==> src/rtl/cdb_arbiter_pkg.sv <==
// Shared definitions for the common-data-bus arbiter: requester indices,
// default bus widths and the round-robin pointer advance.
package cdb_arbiter_pkg;

    // Requester slots on the CDB
    localparam int CDB_ALU = 0;
    localparam int CDB_LSB = 1;
    localparam int CDB_BR  = 2;

    // Default geometry; the tag width tracks the ROB index width
    localparam int CDB_NUM_REQ = 3;
    localparam int CDB_DEPTH   = 2;
    localparam int CDB_TAG_W   = 4;
    localparam int CDB_DATA_W  = 32;

    // Pointer position just after granted requester g, wrapping over n requesters
    function automatic int rr_next(input int g, input int n);
        return (g + 1) % n;
    endfunction

endpackage

==> src/rtl/cdb_req_fifo.sv <==
// Per-requester result FIFO. Push is ignored when full, pop when empty.
// Flush empties the FIFO; it takes priority over push and pop.
module cdb_req_fifo #(
    parameter int DEPTH = 2,
    parameter int W     = 36
) (
    input  logic         clk,
    input  logic         rst,
    input  logic         en,
    input  logic         flush,
    input  logic         push,
    input  logic         pop,
    input  logic [W-1:0] din,
    output logic         empty,
    output logic         full,
    output logic [W-1:0] head
);

    localparam int PTR_W = (DEPTH > 1) ? $clog2(DEPTH) : 1;
    localparam int CNT_W = PTR_W + 1;

    logic [W-1:0]     r_mem [DEPTH];
    logic [PTR_W-1:0] r_wr_ptr;
    logic [PTR_W-1:0] r_rd_ptr;
    logic [CNT_W-1:0] r_count;

    logic w_do_push;
    logic w_do_pop;

    assign empty     = (r_count == '0);
    assign full      = (r_count == CNT_W'(DEPTH));
    assign head      = r_mem[r_rd_ptr];
    assign w_do_push = en & ~flush & push & ~full;
    assign w_do_pop  = en & ~flush & pop & ~empty;

    // Storage array; contents are don't-care while the slot is not counted
    always_ff @(posedge clk) begin
        if (w_do_push) begin
            r_mem[r_wr_ptr] <= din;
        end
    end

    // Pointer and occupancy bookkeeping; pointers wrap naturally
    always_ff @(posedge clk) begin
        if (rst) begin
            r_wr_ptr <= '0;
            r_rd_ptr <= '0;
            r_count  <= '0;
        end else if (en) begin
            if (flush) begin
                r_wr_ptr <= '0;
                r_rd_ptr <= '0;
                r_count  <= '0;
            end else begin
                if (w_do_push) begin
                    r_wr_ptr <= r_wr_ptr + PTR_W'(1);
                end
                if (w_do_pop) begin
                    r_rd_ptr <= r_rd_ptr + PTR_W'(1);
                end
                case ({w_do_push, w_do_pop})
                    2'b10:   r_count <= r_count + CNT_W'(1);
                    2'b01:   r_count <= r_count - CNT_W'(1);
                    default: r_count <= r_count;
                endcase
            end
        end
    end

endmodule

==> src/rtl/cdb_arbiter.sv <==
// Common data bus arbiter: buffers results from the ALU, load/store buffer
// and branch unit in small FIFOs and broadcasts one per cycle, round-robin,
// on a registered tag/data bus. Grants are judged on pre-edge FIFO state,
// so a freshly pushed entry is broadcast no earlier than the next edge.
module cdb_arbiter
    import cdb_arbiter_pkg::*;
#(
    parameter int NUM_REQ = CDB_NUM_REQ,
    parameter int DEPTH   = CDB_DEPTH,
    parameter int TAG_W   = CDB_TAG_W,
    parameter int DATA_W  = CDB_DATA_W,
    localparam int SRC_W  = (NUM_REQ > 1) ? $clog2(NUM_REQ) : 1
) (
    input  logic                      clk,
    input  logic                      rst,
    input  logic                      rdy,
    input  logic                      Clear_flag,
    input  logic [NUM_REQ-1:0]        req_valid,
    input  logic [NUM_REQ*TAG_W-1:0]  req_tag,
    input  logic [NUM_REQ*DATA_W-1:0] req_data,
    output logic [NUM_REQ-1:0]        req_ready,
    output logic                      cdb_valid,
    output logic [TAG_W-1:0]          cdb_tag,
    output logic [DATA_W-1:0]         cdb_data,
    output logic [SRC_W-1:0]          cdb_src,
    output logic [31:0]               conflict_cnt
);

    localparam int ENT_W = TAG_W + DATA_W;

    logic [SRC_W-1:0]   r_rr_ptr;

    logic [NUM_REQ-1:0] w_empty;
    logic [NUM_REQ-1:0] w_full;
    logic [NUM_REQ-1:0] w_nonempty;
    logic [NUM_REQ-1:0] w_push;
    logic [NUM_REQ-1:0] w_pop;
    logic [ENT_W-1:0]   w_head [NUM_REQ];
    logic [ENT_W-1:0]   w_sel_head;
    logic               w_found;
    logic [SRC_W-1:0]   w_gnt;
    logic [SRC_W-1:0]   w_rr_next;
    logic               w_conflict;
    int                 w_idx;
    int                 w_ne_cnt;

    // A full FIFO refuses input even if it is being drained this cycle
    assign req_ready  = {NUM_REQ{rdy}} & ~w_full;
    assign w_push     = req_valid & req_ready;
    assign w_nonempty = ~w_empty;

    for (genvar i = 0; i < NUM_REQ; i++) begin : g_fifo
        cdb_req_fifo #(
            .DEPTH (DEPTH),
            .W     (ENT_W)
        ) u_fifo (
            .clk   (clk),
            .rst   (rst),
            .en    (rdy),
            .flush (Clear_flag),
            .push  (w_push[i]),
            .pop   (w_pop[i]),
            .din   ({req_tag[i*TAG_W +: TAG_W], req_data[i*DATA_W +: DATA_W]}),
            .empty (w_empty[i]),
            .full  (w_full[i]),
            .head  (w_head[i])
        );
    end

    // Round-robin search: first non-empty FIFO at or after the pointer
    always_comb begin
        w_found = 1'b0;
        w_gnt   = '0;
        w_idx   = 0;
        for (int k = 0; k < NUM_REQ; k++) begin
            w_idx = (int'(r_rr_ptr) + k) % NUM_REQ;
            if (!w_found && w_nonempty[w_idx[SRC_W-1:0]]) begin
                w_found = 1'b1;
                w_gnt   = w_idx[SRC_W-1:0];
            end
        end
    end

    // Pop the granted FIFO, pick its head and count contending FIFOs
    always_comb begin
        w_pop      = '0;
        w_sel_head = w_head[w_gnt];
        w_rr_next  = SRC_W'(rr_next(int'(w_gnt), NUM_REQ));
        w_ne_cnt   = 0;
        if (w_found && !Clear_flag) begin
            w_pop[w_gnt] = 1'b1;
        end
        for (int k = 0; k < NUM_REQ; k++) begin
            if (w_nonempty[k]) begin
                w_ne_cnt = w_ne_cnt + 1;
            end
        end
        w_conflict = (w_ne_cnt >= 2);
    end

    // Registered broadcast, pointer and conflict counter; rdy low freezes all
    always_ff @(posedge clk) begin
        if (rst) begin
            r_rr_ptr     <= '0;
            cdb_valid    <= 1'b0;
            cdb_tag      <= '0;
            cdb_data     <= '0;
            cdb_src      <= '0;
            conflict_cnt <= '0;
        end else if (rdy) begin
            if (Clear_flag) begin
                cdb_valid <= 1'b0;
            end else begin
                cdb_valid <= w_found;
                if (w_found) begin
                    cdb_tag  <= w_sel_head[ENT_W-1 -: TAG_W];
                    cdb_data <= w_sel_head[DATA_W-1:0];
                    cdb_src  <= w_gnt;
                    r_rr_ptr <= w_rr_next;
                end
                if (w_conflict) begin
                    conflict_cnt <= conflict_cnt + 32'd1;
                end
            end
        end
    end

endmodule

==> config.mk <==
export PLATFORM = sky130hd
export DESIGN_NAME = cdb_arbiter
export DESIGN_NICKNAME = d
export VERILOG_FILES = /design/src/rtl/cdb_arbiter_pkg.sv /design/src/rtl/cdb_req_fifo.sv /design/src/rtl/cdb_arbiter.sv
export SDC_FILE = /design/constraint.sdc
export NUM_CORES = 1
export LEC_CHECK = 0
export ABC_CLOCK_PERIOD_IN_PS = 7500
export BUFFER_PORTS_ARGS = -buffer_cell sky130_fd_sc_hd__buf_2
export CAP_MARGIN = 20
export CORE_MARGIN = 1.5
export CORE_UTILIZATION = 50
export CTS_CLUSTER_SIZE = 8
export DETAILED_ROUTE_END_ITERATION = 10
export GPL_ROUTABILITY_DRIVEN = 0
export GPL_TIMING_DRIVEN = 1
export PLACE_DENSITY = 0.71
export RECOVER_POWER = 50
export SLEW_MARGIN = 10
export SYNTH_ARGS = -nofsm -noshare
export SYNTH_HDL_FRONTEND = slang
export SYNTH_HIERARCHICAL = 1
export SYNTH_SLANG_ARGS = --single-unit
==> constraint.sdc <==
create_clock -name clk -period 7.5 [get_ports clk]
set_input_delay 0.75 -clock clk [delete_from_list [all_inputs] [get_ports clk]]
set_output_delay 0.75 -clock clk [all_outputs]
set_load 0.05 [all_outputs]
# == Word-level counts from Yosys, hierarchy flattened ==
# Memory sizes are Yosys's and may differ from the RTL's. A register that Yosys moved wholly into a read port is not among the register bits.
# Index checks and enable logic that the tools add are counted.
# word_totals
reg_bits,85
mem_bits_rw,216
inputBits,115
out_inout_bits,74
word_cells,163
n_memories,3
# op_classes
n_addsub,18
n_div,4
n_lt_le_gt_ge,7
eq_ne,9
n_mux,52
bitwise_logic,25
reduce_logical,30
# memory_table
memory,depth,word_bits,rd,rd_clocked_by_memory_dff,wr,line,rtl
g_fifo[0].u_fifo.r_mem,2,36,1,1,1,cdb_req_fifo.sv:22,logic [W-1:0] r_mem [DEPTH];
g_fifo[1].u_fifo.r_mem,2,36,1,1,1,cdb_req_fifo.sv:22,
g_fifo[2].u_fifo.r_mem,2,36,1,1,1,cdb_req_fifo.sv:22,
# ops
operator,n
modulo 32 x 3 -> 32 bit (second input constant),3
binary-select mux 36 bit (select 2 bit),1
2-to-1 mux 36 bit,2
adder 32 x 2 -> 32 bit (second input constant),2
2-to-1 mux 32 bit,2
2-to-1 mux 1 bit,33
adder 32 x 1 -> 32 bit (second input constant),1
greater-or-equal comparator 32 x 3 -> 1 bit (second input constant),1
modulo 3 x 3 -> 32 bit (second input constant),1
AND reduction 2 bit,9
AND 1 bit,13
== test 2 bit (second input constant),6
less-than comparator 2 x 3 -> 1 bit (second input constant),4
2-to-1 mux 2 bit,6
case mux 2 bit (2 select lines),3
nonzero test 2 bit,6
nonzero test 3 bit,3
inverter 1 bit,7
adder 1 bit (second input constant),6
adder 2 x 1 -> 2 bit (second input constant),3
adder 2 x 1 -> 3 bit (second input constant),2
AND 3 bit,2
binary-select mux 1 bit (select 2 bit),3
== test 2 x 1 -> 1 bit (second input constant),3
other kinds (12),23

# == Longest topological paths before layout ==
# Gate-level depths: netlist of the first run.
# depth
word_depth,22
ltp_mapped,12
mapped_depth_nobuf,11

# == By module ==
# Netlist of the first run, hierarchy kept.
# modules_own_cells
mod,instances,cells_per_inst,area_each_um2,seq_area_each_um2
cdb_req_fifo,3,155,2929.1,2262.2
cdb_arbiter,1,434,3940.0,1461.4

# == Worst setup path after synthesis of the first run ==
# No wires, ideal clock.
# synth_timing
path_kind,input-to-reg
startpoint,input port rdy
endpoint,memory g_fifo[0].u_fifo.r_mem[1][0] (enable)
setup_ns,0.429
arrival_time_ns,3.651
required_ns,7.071
setup_slack_ns,3.419
cell_stages,6
n_path_buf,2
path_cell_list,buf_2 nor2b_1 and2_1 buf_2 nand3_1 nor2_1
# synth_via
elab_chain_len,6
elab_cells_between_ends,7
classes_between,2 x mux; 5 x bitwise
# synth_lines
element,line,rtl
from (decl),cdb_arbiter.sv:16,"input logic rdy,"
AND 3 bit,cdb_arbiter.sv:48,assign req_ready = {NUM_REQ{rdy}} & ~w_full;
named net req_ready[0],cdb_arbiter.sv:21,"output logic [NUM_REQ-1:0] req_ready,"
AND 3 bit,cdb_arbiter.sv:49,assign w_push = req_valid & req_ready;
named net w_push[0],cdb_arbiter.sv:36,logic [NUM_REQ-1:0] w_push;
AND 1 bit (2 in a row),cdb_req_fifo.sv:33,assign w_do_push = en & ~flush & push & ~full;
2-to-1 mux 1 bit,cdb_req_fifo.sv:38,if (w_do_push) begin
2-to-1 mux 1 bit (implied by the code),cdb_req_fifo.sv:39,r_mem[r_wr_ptr] <= din;
to (decl),cdb_req_fifo.sv:22,
# The timed path passes the listed nets, and every way through them passes these cells.

# == Worst setup path after layout of the first run ==
# layout_timing
startpoint,input port rdy
endpoint,memory g_fifo[1].u_fifo.r_mem[1][7] (enable)
# layout_via
elab_chain_len,6
elab_cells_between_ends,7
classes_between,2 x mux; 5 x bitwise
# layout_lines
element,line
AND 3 bit,cdb_arbiter.sv:48
AND 3 bit,cdb_arbiter.sv:49
named net w_push[1],cdb_arbiter.sv:36
AND 1 bit (2 in a row),cdb_req_fifo.sv:33
2-to-1 mux 1 bit,cdb_req_fifo.sv:38
2-to-1 mux 1 bit (implied by the code),cdb_req_fifo.sv:39
to (decl),cdb_req_fifo.sv:22
# The timed path passes the listed nets, and every way through them passes these cells.

==> impl_metrics.toml, run 1 <==
[clocking]
tritoncts = "built"
cts-hold-fix-buffers = 0
clk_path_buf_depth = 3
clkLatencyLatePin_ns = 0.53
cts_post_setup_buffers_inserted = 0
clock-root-buffer = "sky130_fd_sc_hd__clkbuf_16"
clkSinkCount = 304
cts.clk_slew.worst_paths_ns = 0.05
cts_resized = 0
cts_buffers = 43
cts.htree.levels = 2

[sta]
clock-skew-final_ns = 0.0133
hold_violations = 0
worst-slew-pin-transition_ns = 1.28
final-setup-viol-count = 0
setup_total_negative_slack_ns = 0
hold-worst-slack_ns = 0.406
timing.slew.headroom_pct = 14.5
rsz0062_at_grt = "no"
fmaxAchievable_mhz = 289
period_share_pct = 46.2
postLayoutSetupSlackWorst_ns = 4.03
final.min_clock_period_ns = 3.47
drv_slew = 0

[final_layout]
final-seq-area_um2 = 8250
nets = 1220
fillers = 2051
syn2layout_area_growth_pct = 18.5
final_design_area_no_fill_um2 = 15100
post_route_cells_drive_above_1_share_pct = 23.9
multi_input_area_um2 = 4020

[synth]
count_of_state_elements_after_synthesis = 304
ys.flop_type = "sky130_fd_sc_hd__edfxtp_1"
synthesis.instances = 899
post_synth_edffs = 216
yosysWarningCount = 6
synth_area_um2 = 12700
synth-async-reset-ratio_pct = 0
synthesis.area_per_instance_um2 = 14.2
seq_area_frac_synth_pct = 64.8
post_synth_net_total = 1021
synth_cell_types = 53

[critical_path]
worst_setup_path_end_kind = "flip-flop"
worst_path_top_cell_family_by_delay = "simple AND/OR/NAND/NOR gates"
r2r_cells = 10
start_kind = "input port"
worstPathRequired_ns = 7.71
crit-reg2reg-capture = "g_fifo[1].u_fifo/r_count[1]"
criticalPathCategory = "input port to flip-flop"
critical_path_buf_inv_count = 2
critPathMaxStageDelay_ns = 0.93
cp_data_arrival_time_ns = 3.68
critPathSlowestCell = "sky130_fd_sc_hd__nor2_1"
crit_path_max_fanout = 32
worst_r2r_startpoint = "r_rr_ptr[0]"
worstPathCellList = "clkbuf_1, nor2b_1, and2_0, nand3_1, nor2_1, buf_12"
setup.reg_to_reg.worst_slack_ns = 4.39

[placement]
dp_hpwl_um = 17600
dp_slack_ns = 4.19
placed_cell_area_um2 = 14000
portBuffers = 188

[run_status]
run_status = "finished, final reports clean"

[detailed_routing]
route.antenna.remaining_nets = 0
detailedRoute.firstPassIterationCount = 5
first_iteration_detailed_routing_drc_count = 513
routed_wire_length_per_instance_um = 19.1
drc = 0
via_density = 5.38
via_count = 7884
routed_wirelength_um = 28000

[floorplan]
die_h_um = 163
num_rows = 58
die_width_um = 163
die-area_um2 = 26400
io-pin-count = 189
initial_util_pct = 50.7
coreArea_um2 = 25100

[grt]
grt_overflow_total = 0
grt_pass1_wl_um = 43400
grt_pass1_vias = 8155
grt_antenna_before_repair = 4
groute.usage.overall_pct = 21.4
grt_max_degree = 60

[run]
max_cap_violations = 0

[hold_path]
hold_path_class = "input port to flip-flop"
min_from = "req_data[25]"
hold_depth = 1
worst_hold_path.endpoint = "g_fifo[0].u_fifo/r_mem[1][25]"

[pwr]
ir_worst_vdd_uv = 153
power_density_of_the_placed_cells_nw_per_um2 = 262
finalPower_mw = 3.96
static-leakage-power_nw = 5.27
## flip-flops by register name (all words and copies together), names as in the netlist, named ones only
signal                  count
g_fifo.u_fifo/r_mem       216
r_rr_ptr                    2
cdb_data                   32
cdb_tag                     4
g_fifo.u_fifo/r_rd_ptr      3
g_fifo.u_fifo/r_wr_ptr      3
conflict_cnt               32
g_fifo.u_fifo/r_count       6
cdb_src                     2
cdb_valid                   1
## layer usage
layer / vias up / wire length, um / track usage, %
met5: - / 23 / 0
met4: 4 / 614 / 7.09
met3: 49 / 2070 / 5.32
met2: 232 / 13600 / 36.7
met1: 3859 / 11700 / 26.6
li1: 3740 / - / -
## logic make-up (layout without fill, tap and decap cells)
family	after synthesis	in the layout	share of synthesized area, %
buf+inv	105	338	3.80
xor+xnor	32	32	2.20
fa+ha+maj	7	7	0.688
mux	151	151	13.1
simple gates	204	204	8.00
flops	304	304	64.8
compound gates	96	96	7.43
other cells	0	4	0
## worst max-delay path by stage
stage | end | depth (start not counted) | slack [ns] | start
global route | g_fifo[1].u_fifo/r_mem[1][6] | 6 | 3.73 | rdy
CTS | g_fifo[1].u_fifo/r_count[1] | 10 | 4.49 | r_rr_ptr[0]
detailed placement | g_fifo[1].u_fifo/r_mem[1][8] | 5 | 4.19 | rdy
global placement | g_fifo[1].u_fifo/r_mem[1][8] | 5 | 4.31 | rdy
floorplan | g_fifo[0].u_fifo/r_mem[1][0] | 6 | 3.42 | rdy
finish | g_fifo[1].u_fifo/r_mem[1][7] | 6 | 4.03 | rdy
## Yosys cell counts, drive strengths merged, types with 5 or more instances
cell,instances,area share [%]
edfxtp,216,51
mux2,112,10
dfxtp,88,14
inv,62,1.8
nand2,58,1.8
nor2,54,1.6
mux2i,39,3.1
o221ai,36,4.0
buf,32,1.7
xnor2,23,1.6
nor2b,15,0.74
a21oi,12,0.50
nand3,12,0.47
clkbuf,11,0.32
nand4,10,0.49
xor2,9,0.62
o21ai,8,0.31
or3,8,0.39
or3b,8,0.55
and2,7,0.34
ha,7,0.69
nor3,7,0.28
o21a,6,0.35
nand2b,5,0.25
o31ai,5,0.29
## per-stage QoR
step           util, %  cells
2_1_floorplan        -    899
3_3_place_gp      55.5   1380
3_5_place_dp      55.6   1381
4_1_cts           60.6   1460
5_1_grt           60.0   1462
6_report          60.1   1466
## placed cells by master, fill, tap and decap left out, drive strengths merged, types with 23 or more instances in the layout
| master | instances |
|---|---|
| nor2 | 54 |
| edfxtp | 216 |
| mux2 | 112 |
| dfxtp | 88 |
| buf | 59 |
| o221ai | 36 |
| inv | 63 |
| clkbuf | 216 |
| nand2 | 58 |
| mux2i | 39 |
| xnor2 | 23 |
## power by group
part / internal (mW) / switching [mW] / total (mW)
logic: 0.104 / 0.205 / 0.309
clock network: 1.12 / 0.680 / 1.80
registers: 1.83 / 0.0182 / 1.85
total: 3.05 / 0.903 / 3.96
## final cells by class
type	instances	area share, %
diodes	4	0.0664
inverters	62	1.54
well taps	330	2.74
clock buffers	78	8.29
multi-input cells	490	26.7
flip-flops and latches	304	54.7
clock inverters	1	0.133
repair buffers	197	5.83
No activity file was read; power rests on OpenSTA's default activity.
==> run 2: changes to the inputs <==
ABC_CLOCK_PERIOD_IN_PS = 3400   (was 7500)
clock period = 3.4 ns   (was 7.5 ns; I/O delays follow)
==> run 2 against run 1 <==
Against the previous run:
- sequential share of layout area is 0.32 points lower
- register-to-register slack worse by 4.1 ns
- non-clock buffer count increased by 19
- critical path type is now flip-flop to flip-flop
- flip-flop and latch count unchanged
- worst hold slack worse by 0.40 ns
- cell area up 0.60%
- sequential power grew 120%
- critical path depth increased by 4
==> impl_metrics.toml, run 2 (synthesis results as in run 1) <==
[clocking]
cts_buffers = 43
clk_path_buf_depth = 3
clock-root-buffer = "sky130_fd_sc_hd__clkbuf_16"
tritoncts = "built"
cts.htree.levels = 2
cts_post_setup_buffers_inserted = 0
cts.clk_slew.worst_paths_ns = 0.06
cts_resized = 0
clkLatencyLatePin_ns = 0.52
clkSinkCount = 304

[detailed_routing]
via_density = 5.38
detailedRoute.firstPassIterationCount = 5
first_iteration_detailed_routing_drc_count = 505
route.antenna.remaining_nets = 0
routed_wirelength_um = 28400
drc = 0
via_count = 7960
routed_wire_length_per_instance_um = 19.2

[floorplan]
die-area_um2 = 26400
die_width_um = 163
initial_util_pct = 50.7
die_h_um = 163
coreArea_um2 = 25100
num_rows = 58
io-pin-count = 189

[pwr]
finalPower_mw = 8.57
power_density_of_the_placed_cells_nw_per_um2 = 565
static-leakage-power_nw = 5.34
ir_worst_vdd_uv = 339

[final_layout]
registers.top_by_ff_count = "g_fifo.u_fifo/r_mem"
nets = 1239
final_design_area_no_fill_um2 = 15200
post_route_cells_drive_above_1_share_pct = 24.6
syn2layout_area_growth_pct = 19.2
post-route-util_pct = 60.4
most_frequent_cells_in_the_layout = "216 x sky130_fd_sc_hd__edfxtp_1, 169 x sky130_fd_sc_hd__clkbuf_1, 109 x sky130_fd_sc_hd__mux2_2"
largest_register_ffs = 216
reg_top3 = "g_fifo.u_fifo/r_mem (216), cdb_data (32), conflict_cnt (32)"
layout_commonest_cell = "sky130_fd_sc_hd__edfxtp_1"

[run]
max_cap_violations = 0

[grt]
global_route.usage.met3_pct = 4.94
grt_pass1_vias = 8093
groute.usage.overall_pct = 21.8
grt_max_degree = 56
grt_overflow_total = 0
grt_use_met1_pct = 26.7
top_usage_layer_grt = "met2"
grt_antenna_before_repair = 2
groute.layer.met2.usage_pct = 36.9
grt_pass1_wl_um = 44100

[critical_path]
cp_data_arrival_time_ns = 3.46
crit_path_max_fanout = 7
criticalPathCategory = "flip-flop to flip-flop"
worstPathRequired_ns = 3.77
worst_setup_path_end_kind = "flip-flop"
start_kind = "flip-flop"

[sta]
hold_violations = 0
final-setup-viol-count = 0
drv_slew = 0
clock-skew-final_ns = 0.0197
fmaxAchievable_mhz = 324
final.min_clock_period_ns = 3.09
period_share_pct = 90.9
worst-slew-pin-transition_ns = 1.05
setup_total_negative_slack_ns = 0
timing.slew.headroom_pct = 30.1
rsz0062_at_grt = "no"

[placement]
placed_cell_area_um2 = 14100
portBuffers = 188
dp_hpwl_um = 18200

[hold_path]
hold_path_class = "input port to flip-flop"

[run_status]
run_status = "finished, final reports clean"
run 2: changes by cell type in the layout (fill, tap and decap cells not counted), sizes merged:
cell,delta
clkbuf,-4
buf,+12
diode,-2
dlygate4sd3,+8
run 2: power breakdown:
group	switching, mW	total [mW]	internal, mW
combinational	0.461	0.699	0.238
clock	1.44	3.79	2.35
sequential	0.0395	4.08	4.04
run 2: final cells by class:
cell class / count / area, um^2
fill: 2049 / 9940
sequential: 304 / 8250
multi-input combinational: 490 / 4040
clock buffer: 75 / 1200
timing repair buffer: 216 / 1020
tap: 330 / 413
inverter: 62 / 233
clock inverter: 1 / 8.76
antenna: 2 / 5.00
run 2: worst paths after layout:
check                    start                       endpoint  slack [ns]  depth (start not counted)
setup / recovery   r_rr_ptr[0]    g_fifo[1].u_fifo/r_count[1]        0.31                         10
setup reg to reg   r_rr_ptr[0]    g_fifo[1].u_fifo/r_count[1]        0.31                         10
hold reg to reg    cdb_data[2]                    cdb_data[2]        0.46                          2
hold / removal    req_data[25]  g_fifo[0].u_fifo/r_mem[0][25]       0.008                          1
run 2: layer usage:
| layer | vias to the layer above | wire (um) | part of all wire (%) |
|---|---|---|---|
| met4 | 4 | 1030 | 3.6 |
| met2 | 242 | 13800 | 49 |
| li1 | 3751 | - | - |
| met1 | 3898 | 11700 | 41 |
| met3 | 65 | 1820 | 6.4 |
| met5 | - | 32 | 0.11 |
run 2: what timing repair did:
item,in CTS,in global routing
setup endpoints to repair,0,0
hold buffers,5,3
hold endpoints to repair,6,6
run 2: worst max-delay path: stages, from the launching register on:
cell and delay [ns]:
sky130_fd_sc_hd__dfxtp_1 0.38, sky130_fd_sc_hd__inv_1 0.08, sky130_fd_sc_hd__ha_1 0.39, sky130_fd_sc_hd__or3b_1 0.44, sky130_fd_sc_hd__o21a_1 0.15, sky130_fd_sc_hd__nor3_1 0.31, sky130_fd_sc_hd__o22ai_4 0.10, sky130_fd_sc_hd__nor2_1 0.38
sky130_fd_sc_hd__or3b_2 0.48, sky130_fd_sc_hd__o2111ai_1 0.11, sky130_fd_sc_hd__a31oi_1 0.11
run 2: stage by stage:
stage	worst slack [ns]	std cells	hold slack (ns)
after floorplan	0.105	899	0.409
after global placement	0.493	1394	0.441
after detailed placement	0.403	1394	0.442
after CTS	0.340	1475	0.000377
after global routing	0.0919	1478	0.000486
final	0.311	1480	0.00765
==> run 3: changes to the inputs <==
CORE_UTILIZATION = 52   (was 50)
PLACE_DENSITY = 0.74   (was 0.71)
==> run 3 against run 2 <==
Against the previous run:
- power grew 3.2%
- highest routed layer unchanged
- critical path depth stayed put
- first-iteration DRC count is 8.7% higher
- wire length up 3.4%
- flip-flop and latch count is the same
==> impl_metrics.toml, run 3 (synthesis results as in run 1) <==
[run_status]
run_status = "finished, final reports clean"

[detailed_routing]
via_count = 8271
detailedRoute.firstPassIterationCount = 4
drc = 0
route.antenna.remaining_nets = 0
via_density = 5.39
first_iteration_detailed_routing_drc_count = 549
routed_wire_length_per_instance_um = 19.1
routed_wirelength_um = 29400

[hold_path]
hold_depth = 1
worst_hold_path.endpoint = "g_fifo[1].u_fifo/r_mem[0][1]"
min_from = "req_data[33]"
hold_path_class = "input port to flip-flop"

[critical_path]
setup.reg_to_reg.worst_slack_ns = 0.31
r2r_cells = 10
worstPathRequired_ns = 3.78
worst_r2r_startpoint = "r_rr_ptr[0]"
start_kind = "flip-flop"
crit_path_max_fanout = 7
crit-reg2reg-capture = "g_fifo[1].u_fifo/r_count[1]"
criticalPathCategory = "flip-flop to flip-flop"
worst_setup_path_end_kind = "flip-flop"
cp_data_arrival_time_ns = 3.47

[final_layout]
layout_commonest_cell = "sky130_fd_sc_hd__edfxtp_1"
nets = 1295
post-route-util_pct = 65.5
most_frequent_cells_in_the_layout = "216 x sky130_fd_sc_hd__edfxtp_1, 182 x sky130_fd_sc_hd__clkbuf_1, 109 x sky130_fd_sc_hd__mux2_2"
largest_register_ffs = 216
registers.top_by_ff_count = "g_fifo.u_fifo/r_mem"
final-seq-area_um2 = 8250
finish.cell_count_without_fillers = 1534
multi_input_area_um2 = 4030
syn2layout_area_growth_pct = 24.3
fillers = 1810
reg_top3 = "g_fifo.u_fifo/r_mem (216), cdb_data (32), conflict_cnt (32)"
post_route_cells_drive_above_1_share_pct = 22.2

[clocking]
clk_path_buf_depth = 3
clock-root-buffer = "sky130_fd_sc_hd__clkbuf_16"
cts.htree.levels = 2
tritoncts = "built"
cts_buffers = 44
cts.clk_slew.worst_paths_ns = 0.05
clkLatencyLatePin_ns = 0.53
clkSinkCount = 304
cts_resized = 0

[floorplan]
initial_util_pct = 52.6
num_rows = 57
coreArea_um2 = 24200
die_h_um = 159
die-area_um2 = 25400
io-pin-count = 189
die_width_um = 159

[sta]
drv_slew = 0
final.min_clock_period_ns = 3.09
rsz0062_at_grt = "no"
final-setup-viol-count = 0
hold-worst-slack_ns = 0.0209
period_share_pct = 90.9
clock-skew-final_ns = 0.0212
setup_total_negative_slack_ns = 0
hold_violations = 0
timing.slew.headroom_pct = 27.3
worst-slew-pin-transition_ns = 1.09
fmaxAchievable_mhz = 324

[placement]
portBuffers = 188
numPlacedInstances = 1382
dp_hpwl_um = 17700

[grt]
grt_max_degree = 47
grt_pass1_vias = 8625
grt_pass1_wl_um = 45700
grt_overflow_total = 0
groute.usage.overall_pct = 23.1
grt_antenna_before_repair = 4

[pwr]
static-leakage-power_nw = 5.57
ir_worst_vdd_uv = 321
power_density_of_the_placed_cells_nw_per_um2 = 559

[run]
max_cap_violations = 0
==> run 3: per-layer routing <==
layer | GRT usage (%) | routed length (um) | vias to the layer above
li1 | - | - | 3878
met1 | 28.0 | 11900 | 4069
met2 | 40.3 | 14700 | 261
met3 | 5.03 | 1930 | 59
met4 | 9.13 | 784 | 4
met5 | 0 | 25 | -
==> run 3: cell type report <==
cell class,instances,share of cell area (%)
Sequential cell,304,52.1
Multi-Input combinational cell,490,25.5
Timing Repair Buffer,271,10.1
Clock buffer,78,8.03
Tap cell,324,2.56
Inverter,62,1.47
Clock inverter,2,0.158
Antenna cell,3,0.0474
==> run 3: worst max path at each step <==
stage,from,endpoint
2_1_floorplan,g_fifo[0].u_fifo/r_count[0],g_fifo[0].u_fifo/r_mem[1][0]
3_3_place_gp,r_rr_ptr[0],g_fifo[1].u_fifo/r_count[1]
3_5_place_dp,r_rr_ptr[0],g_fifo[1].u_fifo/r_count[1]
4_1_cts,r_rr_ptr[0],g_fifo[1].u_fifo/r_count[1]
5_1_grt,r_rr_ptr[0],g_fifo[1].u_fifo/r_count[1]
6_report,r_rr_ptr[0],g_fifo[1].u_fifo/r_count[1]
==> run 3: critical path: stages (launching register included) <==
cell and delay, ns:
sky130_fd_sc_hd__dfxtp_1 0.38, sky130_fd_sc_hd__inv_1 0.08, sky130_fd_sc_hd__ha_1 0.38, sky130_fd_sc_hd__or3b_1 0.42
sky130_fd_sc_hd__o21a_1 0.14, sky130_fd_sc_hd__nor3_1 0.36, sky130_fd_sc_hd__o22ai_4 0.11, sky130_fd_sc_hd__nor2_1 0.39
sky130_fd_sc_hd__or3b_2 0.48, sky130_fd_sc_hd__o2111ai_1 0.11, sky130_fd_sc_hd__a31oi_1 0.10
==> run 3: stage by stage <==
step / setup slack (ns) / cell area, um^2 / power, mW
after floorplan: 0.105 / 12700 / 4.62
final: 0.311 / 15800 / 8.85
after CTS: 0.347 / 16000 / 8.94
after detailed placement: 0.381 / 14000 / 4.86
after global placement: 0.475 / 14000 / 4.84
after global routing: 0.192 / 15800 / 9.13
==> run 3: what timing repair did <==
action | 4_1_cts | 5_1_grt
hold endpoints to repair | 134 | 0
hold buffers | 69 | 0
setup buffers | 0 | 0
==> run 3: power breakdown <==
group          leakage (nW)  internal, mW  switching, mW
sequential             2.66          4.04         0.0420
combinational          2.29         0.283          0.474
clock                 0.616          2.51           1.50
